==> config.mk <==
export PLATFORM = sky130hd
export DESIGN_NAME = ex_stage_pipelined
export DESIGN_NICKNAME = d
export VERILOG_FILES = /design/src/rtl/ex_stage_pipelined.sv
export SDC_FILE = /design/constraint.sdc
export NUM_CORES = 2
export LEC_CHECK = 0
export CORE_ASPECT_RATIO = 1.1
export CORE_MARGIN = 4
export CORE_UTILIZATION = 25
export CTS_BUF_LIST = sky130_fd_sc_hd__clkbuf_4 sky130_fd_sc_hd__clkbuf_8
export CTS_CLUSTER_SIZE = 10
export DETAILED_ROUTE_END_ITERATION = 10
export SYNTH_ARGS = -nofsm -noshare
export SYNTH_HDL_FRONTEND = slang
export SYNTH_SLANG_ARGS = --single-unit
==> constraint.sdc <==
create_clock -name clk -period 8.7 [get_ports clk]
set_input_delay 1.305 -clock clk [delete_from_list [all_inputs] [get_ports clk]]
set_output_delay 1.305 -clock clk [all_outputs]
set_load 0.05 [all_outputs]
==> src/rtl/ex_stage_pipelined.sv <==
// Execute stage of the pipelined ARMv8 core: operand forwarding, ALU decode and
// compute, branch target, an iterative shift-add MUL and the EX/MEM register.
module ex_stage_pipelined #(
  parameter int XLEN   = 64,
  parameter int RD_W   = 5,
  parameter int CTRL_W = 8
) (
  input  logic              clk,
  input  logic              reset_n,
  input  logic              id_valid,
  output logic              ex_ready,
  input  logic [XLEN-1:0]   pc,
  input  logic [XLEN-1:0]   read_data_1,
  input  logic [XLEN-1:0]   read_data_2,
  input  logic [XLEN-1:0]   sign_extend_out,
  input  logic              alu_src,
  input  logic [1:0]        alu_op,
  input  logic [10:0]       opcode,
  input  logic [RD_W-1:0]   rd,
  input  logic [CTRL_W-1:0] ctrl_in,
  input  logic [1:0]        forward_a,
  input  logic [1:0]        forward_b,
  input  logic [XLEN-1:0]   exmem_fwd_data,
  input  logic [XLEN-1:0]   wb_fwd_data,
  input  logic              flush,
  input  logic              mem_stall,
  output logic              exmem_valid,
  output logic [XLEN-1:0]   exmem_result,
  output logic              exmem_zero,
  output logic [XLEN-1:0]   exmem_store_data,
  output logic [XLEN-1:0]   exmem_branch_target,
  output logic [RD_W-1:0]   exmem_rd,
  output logic [CTRL_W-1:0] exmem_ctrl,
  output logic              state_dbg
);
  localparam int CNT_W = $clog2(XLEN);
  localparam logic [CNT_W-1:0] CNT_LAST = CNT_W'(XLEN - 1);

  localparam logic [10:0] OPC_ADD = 11'b10001011000;
  localparam logic [10:0] OPC_SUB = 11'b11001011000;
  localparam logic [10:0] OPC_AND = 11'b10001010000;
  localparam logic [10:0] OPC_ORR = 11'b10101010000;
  localparam logic [10:0] OPC_MUL = 11'b10011011000;

  typedef enum logic [0:0] {S_IDLE = 1'b0, S_MUL = 1'b1} state_e;
  typedef enum logic [2:0] {
    ALU_ADD, ALU_SUB, ALU_AND, ALU_ORR, ALU_PASS_B, ALU_MUL, ALU_ILLEGAL
  } alu_ctrl_e;

  state_e            state_q, state_d;
  alu_ctrl_e         alu_ctrl;
  logic [XLEN-1:0]   op_a, b_fwd, op_b, alu_result, branch_target;
  logic              exmem_free, accept, is_mul;
  logic [XLEN-1:0]   mul_a_q, mul_b_q, acc_q, partial, acc_sum;
  logic [XLEN-1:0]   mul_store_q, mul_target_q;
  logic [RD_W-1:0]   mul_rd_q;
  logic [CTRL_W-1:0] mul_ctrl_q;
  logic [CNT_W-1:0]  cnt_q;
  logic              cnt_last, mul_done;

  function automatic logic [XLEN-1:0] fwd_pick(input logic [1:0] sel,
                                               input logic [XLEN-1:0] rf,
                                               input logic [XLEN-1:0] ex,
                                               input logic [XLEN-1:0] wb);
    case (sel)
      2'b10:   return ex;
      2'b01:   return wb;
      default: return rf;
    endcase
  endfunction

  assign op_a          = fwd_pick(forward_a, read_data_1, exmem_fwd_data, wb_fwd_data);
  assign b_fwd         = fwd_pick(forward_b, read_data_2, exmem_fwd_data, wb_fwd_data);
  assign op_b          = alu_src ? sign_extend_out : b_fwd;
  assign branch_target = pc + (sign_extend_out << 2);

  always_comb begin
    alu_ctrl = ALU_ILLEGAL;
    case (alu_op)
      2'b00: alu_ctrl = ALU_ADD;
      2'b01: alu_ctrl = ALU_PASS_B;
      2'b10: begin
        case (opcode)
          OPC_ADD: alu_ctrl = ALU_ADD;
          OPC_SUB: alu_ctrl = ALU_SUB;
          OPC_AND: alu_ctrl = ALU_AND;
          OPC_ORR: alu_ctrl = ALU_ORR;
          OPC_MUL: alu_ctrl = ALU_MUL;
          default: alu_ctrl = ALU_ILLEGAL;
        endcase
      end
      default: alu_ctrl = ALU_ILLEGAL;
    endcase
  end

  // MUL never goes through this path; it has its own iterative datapath.
  always_comb begin
    alu_result = '0;
    case (alu_ctrl)
      ALU_ADD:    alu_result = op_a + op_b;
      ALU_SUB:    alu_result = op_a - op_b;
      ALU_AND:    alu_result = op_a & op_b;
      ALU_ORR:    alu_result = op_a | op_b;
      ALU_PASS_B: alu_result = op_b;
      default:    alu_result = '0;
    endcase
  end

  assign is_mul   = (alu_ctrl == ALU_MUL);
  assign partial  = mul_b_q[cnt_q] ? (mul_a_q << cnt_q) : '0;
  assign acc_sum  = acc_q + partial;
  assign cnt_last = (cnt_q == CNT_LAST);

  // Handshake: an ID/EX instruction transfers on a rising edge where id_valid
  // and ex_ready are both 1 and flush is 0; otherwise ID/EX must hold it.
  // EX/MEM contents transfer downstream on any edge where mem_stall is 0.
  always_comb begin
    state_d    = state_q;
    exmem_free = !exmem_valid || !mem_stall;
    ex_ready   = (state_q == S_IDLE) && exmem_free;
    accept     = id_valid && ex_ready && !flush;
    mul_done   = (state_q == S_MUL) && cnt_last && exmem_free;
    if (flush) begin
      state_d = S_IDLE;
    end else begin
      case (state_q)
        S_IDLE:  if (accept && is_mul) state_d = S_MUL;
        S_MUL:   if (mul_done) state_d = S_IDLE;
        default: state_d = S_IDLE;
      endcase
    end
  end

  assign state_dbg = state_q;

  always_ff @(posedge clk) begin
    if (!reset_n) state_q <= S_IDLE;
    else          state_q <= state_d;
  end

  // Multiplier: operands and pass-through fields are captured at acceptance
  // so the front of the pipe may change while the product is built.
  always_ff @(posedge clk) begin
    if (!reset_n) begin
      mul_a_q      <= '0;
      mul_b_q      <= '0;
      acc_q        <= '0;
      cnt_q        <= '0;
      mul_store_q  <= '0;
      mul_target_q <= '0;
      mul_rd_q     <= '0;
      mul_ctrl_q   <= '0;
    end else if (flush) begin
      cnt_q <= '0;
    end else if (accept && is_mul) begin
      mul_a_q      <= op_a;
      mul_b_q      <= op_b;
      acc_q        <= '0;
      cnt_q        <= '0;
      mul_store_q  <= b_fwd;
      mul_target_q <= branch_target;
      mul_rd_q     <= rd;
      mul_ctrl_q   <= ctrl_in;
    end else if (mul_done) begin
      cnt_q <= '0;
    end else if (state_q == S_MUL && !cnt_last) begin
      acc_q <= acc_sum;
      cnt_q <= cnt_q + CNT_W'(1);
    end
  end

  always_ff @(posedge clk) begin
    if (!reset_n) begin
      exmem_valid         <= 1'b0;
      exmem_result        <= '0;
      exmem_zero          <= 1'b0;
      exmem_store_data    <= '0;
      exmem_branch_target <= '0;
      exmem_rd            <= '0;
      exmem_ctrl          <= '0;
    end else if (flush) begin
      exmem_valid <= 1'b0;
    end else if (exmem_free) begin
      if (accept && !is_mul) begin
        exmem_valid         <= 1'b1;
        exmem_result        <= alu_result;
        exmem_zero          <= (alu_result == '0);
        exmem_store_data    <= b_fwd;
        exmem_branch_target <= branch_target;
        exmem_rd            <= rd;
        exmem_ctrl          <= ctrl_in;
      end else if (mul_done) begin
        exmem_valid         <= 1'b1;
        exmem_result        <= acc_sum;
        exmem_zero          <= (acc_sum == '0);
        exmem_store_data    <= mul_store_q;
        exmem_branch_target <= mul_target_q;
        exmem_rd            <= mul_rd_q;
        exmem_ctrl          <= mul_ctrl_q;
      end else begin
        exmem_valid <= 1'b0;
      end
    end
  end
endmodule
==> run_summary.xml <==
<?xml version="1.0" encoding="UTF-8"?>
<metrics>
  <group name="sta">
    <metric name="min_period_over_period" unit="%">94.6</metric>
    <metric name="setup_repair_after_global_routing_missed_its_margin" unit="">no</metric>
    <metric name="clock_period_minus_worst_slack" unit="ps">8230</metric>
    <metric name="final_max_slew_viol_count" unit="">0</metric>
    <metric name="timing.final.ws_setup" unit="ps">468</metric>
    <metric name="setup_viol_count_final" unit="">0</metric>
    <metric name="worst-slew-pin-transition" unit="ps">1430</metric>
    <metric name="timing_hold_violations_final" unit="">0</metric>
    <metric name="finClkSkew" unit="ps">99.1</metric>
    <metric name="fmax" unit="GHz">0.121</metric>
    <metric name="max-slew-margin-rel" unit="%">3.33</metric>
  </group>
  <group name="synthesis">
    <metric name="number_of_warning_messages_in_the_yosys_log" unit="">0</metric>
    <metric name="yosys.area.top_type" unit="">sky130_fd_sc_hd__dfxtp_1</metric>
    <metric name="netlist.area_leader.share" unit="%">25.5</metric>
    <metric name="synth-edff-count" unit="">0</metric>
    <metric name="postSynthCellCount" unit="">6075</metric>
    <metric name="ys_seq_area_share" unit="%">25.5</metric>
    <metric name="synth.top_cells.by_area" unit="">sky130_fd_sc_hd__dfxtp_1 25%, sky130_fd_sc_hd__nand2_1 10%, sky130_fd_sc_hd__a21oi_1 7.1%, sky130_fd_sc_hd__nor2_1 6.3%, sky130_fd_sc_hd__ha_1 6.1%</metric>
    <metric name="synth.ff_latch_count" unit="">547</metric>
    <metric name="flip_flop_cell_with_the_highest_count_after_synthesis" unit="">sky130_fd_sc_hd__dfxtp_1</metric>
    <metric name="synth_fp_nets" unit="">6707</metric>
    <metric name="synthArstFlopShare" unit="%">0</metric>
    <metric name="yosysUniqueCellTypes" unit="">102</metric>
    <metric name="synth_area" unit="um2">42900</metric>
    <metric name="synth.avg_cell_area" unit="um2">7.07</metric>
    <metric name="synth.most_common_cell" unit="">sky130_fd_sc_hd__nand2_1</metric>
    <metric name="synth.top_cells.by_count" unit="">1163 x sky130_fd_sc_hd__nand2_1, 720 x sky130_fd_sc_hd__nor2_1, 612 x sky130_fd_sc_hd__a21oi_1</metric>
  </group>
  <group name="worst_setup_path">
    <metric name="worst-r2r-setup-slack" unit="ps">980</metric>
    <metric name="path_max_fanout" unit="">21</metric>
    <metric name="worstPathArrival" unit="ps">8970</metric>
    <metric name="critPathKind" unit="">in -&gt; reg</metric>
    <metric name="worst_setup_path_end_kind" unit="">flip-flop</metric>
    <metric name="setup.worst_path.start_class" unit="">input port</metric>
    <metric name="r2r.worst_path.cells" unit="">21</metric>
    <metric name="reg2reg_to" unit="">exmem_zero</metric>
    <metric name="cp_data_required_time" unit="ps">9440</metric>
    <metric name="worstReg2RegStart" unit="">cnt_q[0]</metric>
  </group>
  <group name="routing">
    <metric name="route.detailed.wl_per_inst" unit="um">27.7</metric>
    <metric name="drc_errors" unit="">0</metric>
    <metric name="dr.first_iter.drc_count" unit="">5672</metric>
    <metric name="vias" unit="">50800</metric>
    <metric name="drt-total-wl" unit="um">251000</metric>
    <metric name="drt_pass1_iterations" unit="">6</metric>
    <metric name="vias_per_cell" unit="">5.60</metric>
    <metric name="post_detailed_route_count_of_antenna_violating_nets" unit="">0</metric>
  </group>
  <group name="cts">
    <metric name="worstSkewPairLatency" unit="ps">890</metric>
    <metric name="root_buffer" unit="">sky130_fd_sc_hd__clkbuf_8</metric>
    <metric name="cts-buffers-inserted" unit="">105</metric>
    <metric name="cts_hold_buffers" unit="">0</metric>
    <metric name="clock_path_buffers" unit="">3</metric>
    <metric name="tritoncts" unit="">built</metric>
    <metric name="cts.htree.levels" unit="">3</metric>
    <metric name="clock_sinks" unit="">547</metric>
    <metric name="post_cts.repair.setup_buffers" unit="">0</metric>
    <metric name="cts.repair.resized" unit="">0</metric>
    <metric name="clk_pin_slew_worst_paths" unit="ps">60</metric>
  </group>
  <group name="grt">
    <metric name="grt_pass1_wl" unit="um">352000</metric>
    <metric name="globalRouteOverflowTotal" unit="">0</metric>
    <metric name="initial_antenna_violation_count" unit="">35</metric>
    <metric name="maximum_number_of_pins_on_one_net_before_global_route_repair" unit="">205</metric>
    <metric name="first_global_vias" unit="">47600</metric>
    <metric name="groute.usage.overall" unit="%">26.7</metric>
  </group>
  <group name="power">
    <metric name="power.sequential.fraction" unit="%">30.3</metric>
    <metric name="pwr-share-comb" unit="%">33.9</metric>
    <metric name="power.static_leakage" unit="nW">20.8</metric>
    <metric name="cellInternalPower" unit="mW">5.42</metric>
    <metric name="clock_power_share" unit="%">35.8</metric>
    <metric name="ir_worst_vdd" unit="V">0.000105</metric>
    <metric name="net-switching-power" unit="mW">3.19</metric>
    <metric name="p_sw_share" unit="%">37.0</metric>
    <metric name="pwr_density_cell" unit="nW/um2">155</metric>
  </group>
  <group name="die">
    <metric name="die_h" unit="um">443</metric>
    <metric name="rows" unit="">159</metric>
    <metric name="fp.dieW" unit="um">403</metric>
    <metric name="floorplan.die_area" unit="um2">178000</metric>
    <metric name="initial_core_util" unit="%">25.2</metric>
    <metric name="design.portCount" unit="">629</metric>
    <metric name="placeableCoreArea" unit="um2">171000</metric>
  </group>
  <group name="place">
    <metric name="routabilityCongestion" unit="">1.01</metric>
    <metric name="count_of_input_and_output_buffers" unit="">628</metric>
    <metric name="dp_worst_setup_slack" unit="ps">-104</metric>
    <metric name="numPlacedInstances" unit="">8857</metric>
    <metric name="detailedPlacementHpwl" unit="um">201000</metric>
  </group>
  <group name="finish">
    <metric name="footprint_of_the_multi_input_gates" unit="um2">30000</metric>
    <metric name="drive_above_1_share" unit="%">10.4</metric>
    <metric name="final-instance-count-excl-fill" unit="">9067</metric>
    <metric name="final.fill_count" unit="">18400</metric>
    <metric name="final_nets" unit="">7342</metric>
    <metric name="footprint_of_the_flip_flops_and_latches" unit="um2">11000</metric>
    <metric name="areaGrowthSynthToFinish" unit="%">29.8</metric>
  </group>
  <group name="hold_path">
    <metric name="hold_path.class" unit="">reg -&gt; reg</metric>
    <metric name="hold_worst_path_end" unit="">mul_b_q[18]</metric>
    <metric name="hold_path.startpoint" unit="">mul_b_q[18]</metric>
    <metric name="hold_depth" unit="">2</metric>
  </group>
  <group name="flow_run">
    <metric name="cap_violations" unit="">0</metric>
  </group>
  <group name="run_status">
    <metric name="outcome" unit="">finished, final reports clean</metric>
  </group>
</metrics>
-- worst max path at each step --
stage,start,to
after floorplan,forward_a[0],exmem_zero
after global placement,forward_b[1],exmem_zero
after detailed placement,forward_b[1],exmem_zero
after CTS,forward_b[1],exmem_zero
after global routing,forward_b[1],exmem_zero
final,forward_b[1],exmem_zero
-- stage by stage --
stage                     utilization [%]  TNS [ps]  hold slack, ps  total power, mW  instance area [um2]
after global routing                 32.6         0             463             8.94                55700
after floorplan                         -         0             429             4.12                42900
final                                32.6         0             449             8.61                55700
after detailed placement             31.2      -130             443             5.51                53200
after CTS                            32.6         0             450             8.63                55700
after global placement               31.2      -211             435             5.53                53200
-- sequential cells by signal, indices dropped and copies added (netlist names), 5 cells and up --
register / flops
mul_store_q: 64
mul_target_q: 64
mul_ctrl_q: 8
mul_b_q: 64
mul_rd_q: 5
cnt_q: 6
exmem_rd: 5
exmem_store_data: 64
mul_a_q: 64
exmem_result: 64
exmem_branch_target: 64
exmem_ctrl: 8
acc_q: 64
-- metal layers --
metal | routed length (um) | part of all wire [%] | up-vias | GRT usage (%)
met3 | 21700 | 8.6 | 529 | 5.67
met2 | 109000 | 43 | 2642 | 40.9
met4 | 19600 | 7.8 | 10 | 17.6
met1 | 101000 | 40 | 24400 | 33.8
li1 | - | - | 23200 | -
met5 | 57 | 0.023 | - | 0
-- kinds of logic after synthesis --
| group | share of synthesized area, % |
|---|---|
| buffers and inverters | 4.94 |
| and+or+nand+nor | 23.9 |
| DFF | 25.5 |
| adders and majority gates | 6.25 |
| xor gates and xnor gates | 4.61 |
| AOI/OAI and AO/OA | 29.3 |
| muxes | 5.52 |
-- placed cells by master (no fill, tap or decap), types with 28 or more instances in the layout --
master	count
sky130_fd_sc_hd__a22oi_1	169
sky130_fd_sc_hd__nor3_1	103
sky130_fd_sc_hd__buf_4	349
sky130_fd_sc_hd__nand4_1	76
sky130_fd_sc_hd__mux2_2	41
sky130_fd_sc_hd__o211ai_1	45
sky130_fd_sc_hd__o21ai_1	37
sky130_fd_sc_hd__a211oi_1	126
sky130_fd_sc_hd__a311oi_1	129
sky130_fd_sc_hd__nand2b_1	31
sky130_fd_sc_hd__mux4_2	32
sky130_fd_sc_hd__nand3_1	84
sky130_fd_sc_hd__xnor2_1	144
sky130_fd_sc_hd__clkbuf_8	136
sky130_fd_sc_hd__a21oi_1	612
sky130_fd_sc_hd__a221oi_1	28
sky130_fd_sc_hd__nor2_1	714
sky130_fd_sc_hd__clkdlybuf4s50_1	626
sky130_fd_sc_hd__nor2b_1	45
sky130_fd_sc_hd__o21bai_1	31
sky130_fd_sc_hd__nand2_1	1160
sky130_fd_sc_hd__o21ai_0	340
sky130_fd_sc_hd__xor2_1	82
sky130_fd_sc_hd__o21a_1	33
sky130_fd_sc_hd__ha_1	205
sky130_fd_sc_hd__a21o_1	117
sky130_fd_sc_hd__dfxtp_1	544
sky130_fd_sc_hd__inv_1	85
sky130_fd_sc_hd__mux2i_1	115
sky130_fd_sc_hd__a31oi_1	51
-- cell type report --
type | instances | share of cell area (%)
diodes | 19 | 0.0853
clock inverters | 31 | 0.799
repair buffers | 985 | 16.3
multi-input cells | 4980 | 53.8
clock buffers | 160 | 3.68
inverters | 91 | 0.626
flip-flops and latches | 547 | 19.7
well taps | 2254 | 5.06
-- power groups by stage --
stage | combinational (mW) | sequential [mW] | clock, mW
global placement | 2.87 | 2.66 | 0
finish | 2.92 | 2.61 | 3.09
detailed placement | 2.85 | 2.66 | 0
floorplan | 1.27 | 2.85 | 0
global route | 3.07 | 2.61 | 3.26
CTS | 2.87 | 2.61 | 3.16
-- worst max-delay path, cell delays in order --
cell and delay [ps]:
sky130_fd_sc_hd__clkdlybuf4s50_1 720, sky130_fd_sc_hd__inv_1 90, sky130_fd_sc_hd__ha_2 340, sky130_fd_sc_hd__buf_4 240, sky130_fd_sc_hd__a221oi_1 620, sky130_fd_sc_hd__buf_4 240
sky130_fd_sc_hd__o31ai_1 90, sky130_fd_sc_hd__nor3_1 260, sky130_fd_sc_hd__nor3b_2 390, sky130_fd_sc_hd__and3_1 280, sky130_fd_sc_hd__nor2_1 70, sky130_fd_sc_hd__xnor2_1 250
sky130_fd_sc_hd__ha_1 330, sky130_fd_sc_hd__a21oi_1 280, sky130_fd_sc_hd__o211ai_1 140, sky130_fd_sc_hd__a31oi_1 490, sky130_fd_sc_hd__a211oi_1 110, sky130_fd_sc_hd__nand2b_1 210
sky130_fd_sc_hd__a21o_1 190, sky130_fd_sc_hd__a221o_1 510, sky130_fd_sc_hd__a2111oi_0 410, sky130_fd_sc_hd__nand4_1 150, sky130_fd_sc_hd__or4_1 610, sky130_fd_sc_hd__nor4_1 330
sky130_fd_sc_hd__nand4_1 130, sky130_fd_sc_hd__o21ai_1 170
Power figures use the tool's default switching activity.
